===== config.mk =====
export PLATFORM = sky130hd
export DESIGN_NAME = ctrl_trace_encoder
export DESIGN_NICKNAME = d
export VERILOG_FILES = /design/src/rtl/ctrl_trace_encoder.sv
export SDC_FILE = /design/constraint.sdc
export NUM_CORES = 1
export LEC_CHECK = 0
export CAP_MARGIN = 20
export CORE_MARGIN = 2
export CORE_UTILIZATION = 56
export DETAILED_ROUTE_END_ITERATION = 6
export PLACE_DENSITY_LB_ADDON = 0.1
export SLEW_MARGIN = 0
export SYNTH_ARGS = -nofsm -noshare
export SYNTH_HDL_FRONTEND = slang
export SYNTH_SLANG_ARGS = --single-unit

===== constraint.sdc =====
create_clock -name clock -period 4.1 [get_ports clock]
set_input_delay 0.82 -clock clock [delete_from_list [all_inputs] [get_ports clock]]
set_output_delay 0.82 -clock clock [all_outputs]
set_load 0.1 [all_outputs]

===== src/rtl/ctrl_trace_encoder.sv =====
// ctrl_trace_encoder: turns the LEGLite control bundle back into its 3-bit opcode.
// Each sampled instruction becomes a {match, opcode, stamp} entry. Entries are
// queued in a first-word-fall-through FIFO and drained over a valid/ready port.
// Optional feature macro: CTRL_TRACE_STAMP_EN. When it is defined, a 12-bit
// free-running cycle stamp is recorded in out_data[11:0]. When it is undefined,
// those bits are always zero.
module ctrl_trace_encoder #(
  parameter int DEPTH = 8,
  parameter int LW    = $clog2(DEPTH) + 1
) (
  input  logic          clock,
  input  logic          reset,
  input  logic          sample,
  input  logic          reg2loc,
  input  logic          branch,
  input  logic          memread,
  input  logic          memtoreg,
  input  logic          memwrite,
  input  logic          alusrc,
  input  logic          regwrite,
  input  logic [2:0]    alu_select,
  output logic          out_valid,
  input  logic          out_ready,
  output logic [15:0]   out_data,
  output logic [LW-1:0] level,
  output logic [7:0]    overflow_cnt,
  output logic [7:0]    bad_cnt
);

  localparam int            PW      = (DEPTH > 1) ? $clog2(DEPTH) : 1;
  localparam logic [LW-1:0] DEPTH_L = LW'(DEPTH);

  logic [9:0]    bundle;
  logic          match;
  logic [2:0]    opcode;
  logic [11:0]   stamp;
  logic [15:0]   mem [DEPTH];
  logic [PW-1:0] wr_ptr;
  logic [PW-1:0] rd_ptr;
  logic [LW-1:0] count;
  logic          full;
  logic          pop;
  logic          push;
  logic          drop;

  assign bundle = {reg2loc, branch, memread, memtoreg, alu_select,
                   memwrite, alusrc, regwrite};

  // Inverse decode: map a legal control bundle back to its opcode.
  always_comb begin
    match  = 1'b1;
    opcode = 3'd0;
    case (bundle)
      10'b0000000001: opcode = 3'd0;
      10'b1000001001: opcode = 3'd1;
      10'b1000010001: opcode = 3'd2;
      10'b0011000011: opcode = 3'd3;
      10'b1000000110: opcode = 3'd4;
      10'b1100010000: opcode = 3'd5;
      10'b0000000011: opcode = 3'd6;
      10'b1000100011: opcode = 3'd7;
      default: begin
        match  = 1'b0;
        opcode = 3'd0;
      end
    endcase
  end

`ifdef CTRL_TRACE_STAMP_EN
  // Free-running cycle stamp; wraps naturally at 4096.
  always_ff @(posedge clock or negedge reset) begin
    if (!reset) stamp <= '0;
    else        stamp <= stamp + 12'd1;
  end
`else
  assign stamp = '0;
`endif

  // A pop frees a slot on the same edge, so a full FIFO can still accept a push.
  assign full = (count == DEPTH_L);
  assign pop  = (count != '0) && out_ready;
  assign push = sample && (!full || pop);
  assign drop = sample && full && !pop;

  // Entry storage. It is not reset because the count gates visibility.
  always_ff @(posedge clock) begin
    if (push) mem[wr_ptr] <= {match, opcode, stamp};
  end

  // Pointers, occupancy and saturating event counters.
  always_ff @(posedge clock or negedge reset) begin
    if (!reset) begin
      wr_ptr       <= '0;
      rd_ptr       <= '0;
      count        <= '0;
      overflow_cnt <= '0;
      bad_cnt      <= '0;
    end else begin
      if (push) wr_ptr <= wr_ptr + PW'(1);
      if (pop)  rd_ptr <= rd_ptr + PW'(1);
      if (push && !pop)      count <= count + LW'(1);
      else if (pop && !push) count <= count - LW'(1);
      if (drop && overflow_cnt != 8'hFF)       overflow_cnt <= overflow_cnt + 8'd1;
      if (sample && !match && bad_cnt != 8'hFF) bad_cnt     <= bad_cnt + 8'd1;
    end
  end

  // Head presentation depends only on registered state, never on out_ready.
  always_comb begin
    out_valid = (count != '0);
    out_data  = out_valid ? mem[rd_ptr] : 16'h0000;
  end

  assign level = count;

endmodule


==> results_dict.tcl <==
set metrics [dict create \
    end_kind "output port" \
    cts.sinks 58 \
    worstMarginPinSlew_ns 0.988 \
    fmax_mhz 289 \
    dr.max_layer_used "met4" \
    rsz0062_at_grt "false" \
    grt_pass1_vias 1810 \
    crit_required_ns 3.28 \
    clock_path_buffers 2 \
    dr_wl_met2_um 2530 \
    synth_edf_count 32 \
    layout.cells.non_filler 334 \
    seq_area_frac_synth_pct 55.9 \
    crit_type "reg -> out" \
    period_share_pct 84.5 \
    cts_root_buf "clkbuf_8" \
    overflow 0 \
    via_per_inst 5.42 \
    netlist_top_cells_area "edfxtp_1 33%, dfrtp_1 23%, mux4_2 6.3%" \
    fill_cells 362 \
    ys.flop_type "edfxtp_1" \
    synth_top_area_share_pct 33.3 \
    wirelength_um 5160 \
    wl_per_cell_um 15.4 \
    worst_hold_path_type "reg -> reg" \
    clock_latency_ns 0.33 \
    syn_avg_cell_area_um2 13.4 \
    die_area_um2 5740 \
    synth_cell_types 45 \
    die_w_um 75.7 \
    regArea_um2 1610 \
    area.growth.synth_to_final_pct 21.3 \
    slew_viol_final 0 \
    nNetsFinal 281 \
    ys_ff_latch 58 \
    cp.arrival_ns 2.64 \
    antenna_found_initial 0 \
    setup_ws_ns 0.637 \
    cts_htree_levels 3 \
    post-route-util_pct 69.3 \
    cts_resized 0 \
    period_minus_slack_ns 3.46 \
    critPathLaunchType "flop" \
    first_iter_violations 94 \
    wl_met3_um 190 \
    die_h_um 75.7 \
    grt_max_degree 27 \
    cts_setup_buffers 0 \
    status "completed" \
    numPlacedInstances 318 \
    drc 0 \
    grt_pass1_wl_um 8340 \
    drv_cap 0 \
    setup_viol 0 \
    slew_headroom_pct 33.9 \
    port_buffers 38 \
    place_congestion 0.821 \
    postSynthCellCount 215 \
    yosysTopAreaCell "edfxtp_1" \
    num_vias 1809 \
    dp_hpwl_um 3700 \
    drt_first_pass_iters 4 \
    clk_pin_slew_worst_paths_ns 0.07 \
    syn_area_um2 2880 \
    start_util_pct 57.1 \
    synthArstFlopShare_pct 44.8 \
    grt_usage_pct 20.1 \
    drive_gt1_share_pct 14.4 \
    multi_input_comb_area_um2 1180 \
    tns_ns 0 \
    synth_warnings 0 \
    core-area_um2 5040 \
    cts_tree "done" \
    cts_hold_buffers 0 \
    antenna_cells 0 \
    std_cell_rows 26 \
    cp_slowest_cell "clkdlybuf4s50_1" \
    path_max_fanout 6 \
    antenna_left 0 \
    worst_clock_skew_ns 0.00764 \
    cts_inserted_buffers 9 \
    crit_chain "nor4_1, inv_1, clkdlybuf4s50_1" \
    ios 51 \
    slowest_delay_ns 1.01 \
    wl_met1_um 2330 \
    hold_viol 0 \
    post-place-ws_ns 0.895 \
]
## cell type report
cell class              count  area share [%]
inverters                   4           0.430
clock inverters             6            2.29
flip-flops and latches     58            46.1
multi-input cells         147            33.9
repair buffers             39            10.8
well taps                  70            2.51
clock buffers              10            3.94
## per-layer routing
layer | GRT usage [%] | up-vias
li1 | - | 857
met1 | 25.2 | 892
met2 | 32.8 | 49
met3 | 5.16 | 11
met4 | 9.75 | 0
met5 | 0 | -
## synth_stat cells, types with 2 or more instances
| master | instances |
|---|---|
| edfxtp_1 | 32 |
| mux4_2 | 8 |
| mux2i_1 | 4 |
| nand2_1 | 15 |
| xor2_1 | 9 |
| nor4_1 | 4 |
| mux2_1 | 2 |
| nor4bb_1 | 2 |
| nand4_1 | 6 |
| nand3_1 | 4 |
| mux2_2 | 4 |
| a31oi_1 | 2 |
| xnor2_1 | 13 |
| dfrtp_1 | 26 |
| nand2b_1 | 5 |
| clkbuf_1 | 3 |
| o21ai_0 | 2 |
| ha_1 | 7 |
| and3_1 | 4 |
| nor3_1 | 9 |
| inv_1 | 4 |
| buf_2 | 2 |
| buf_4 | 12 |
| nor2_1 | 15 |
## flip-flops by register name, summed over array words and instances, names as in the netlist
name and count:
level 4, wr_ptr 3, overflow_cnt 8, rd_ptr 3, bad_cnt 8, mem 32
## worst max-delay path, delay by kind of cell, from the launching register on
family	cells	cell delay, ns
buffers and inverters	2	1.19
AND/OR/NAND/NOR	1	0.67
flip-flops	1	0.46
## cells by family after synthesis
family / share of synthesized area [%]
mux: 10.5
flops: 55.9
fa+ha+maj: 3.73
xor+xnor: 6.69
buf+inv: 4.39
other cells: 0.130
compound gates: 4.60
simple gates: 14.0
## final timing paths
path / startpoint / end / slack (ns) / cells after the start
min: overflow_cnt[6] / overflow_cnt[6] / 0.50 / 1
max in group asynchronous: reset / overflow_cnt[2] / 2.98 / 2
max: level[0] / out_valid / 0.64 / 3
min reg2reg: overflow_cnt[6] / overflow_cnt[6] / 0.50 / 1
min in group asynchronous: reset / level[3] / 0.86 / 2
max reg2reg: level[0] / level[3] / 1.24 / 11
## layout by cell type (no fill, tap or decap), drive strengths merged, types with 2 or more instances in the layout
cell,netlist,final
edfxtp,32,32
xnor2,13,13
clkdlybuf4s50,0,34
o2bb2ai,2,2
nand2,15,15
nor2,15,15
or4b,2,2
xor2,9,9
clkbuf,3,10
ha,7,7
nand4,6,6
nand2b,5,5
mux4,8,8
buf,14,5
nor4bb,2,2
and3,4,4
mux2,7,7
conb,1,12
nand3,4,4
nor4,4,4
o21ai,2,2
clkinv,0,4
nor3,9,9
mux2i,4,4
bufinv,0,2
dfrtp,26,26
a31oi,3,3
inv,4,4
nand3b,2,2
## stage by stage
stage               hold WS, ns  instance area, um^2
global placement          0.484                 3280
global route              0.523                 3490
detailed placement        0.504                 3280
floorplan                 0.480                 2920
CTS                       0.506                 3490
finish                    0.502                 3490
Power is not shown: default switching activity piles up to over one toggle a cycle in this logic, so the estimate is an artifact.
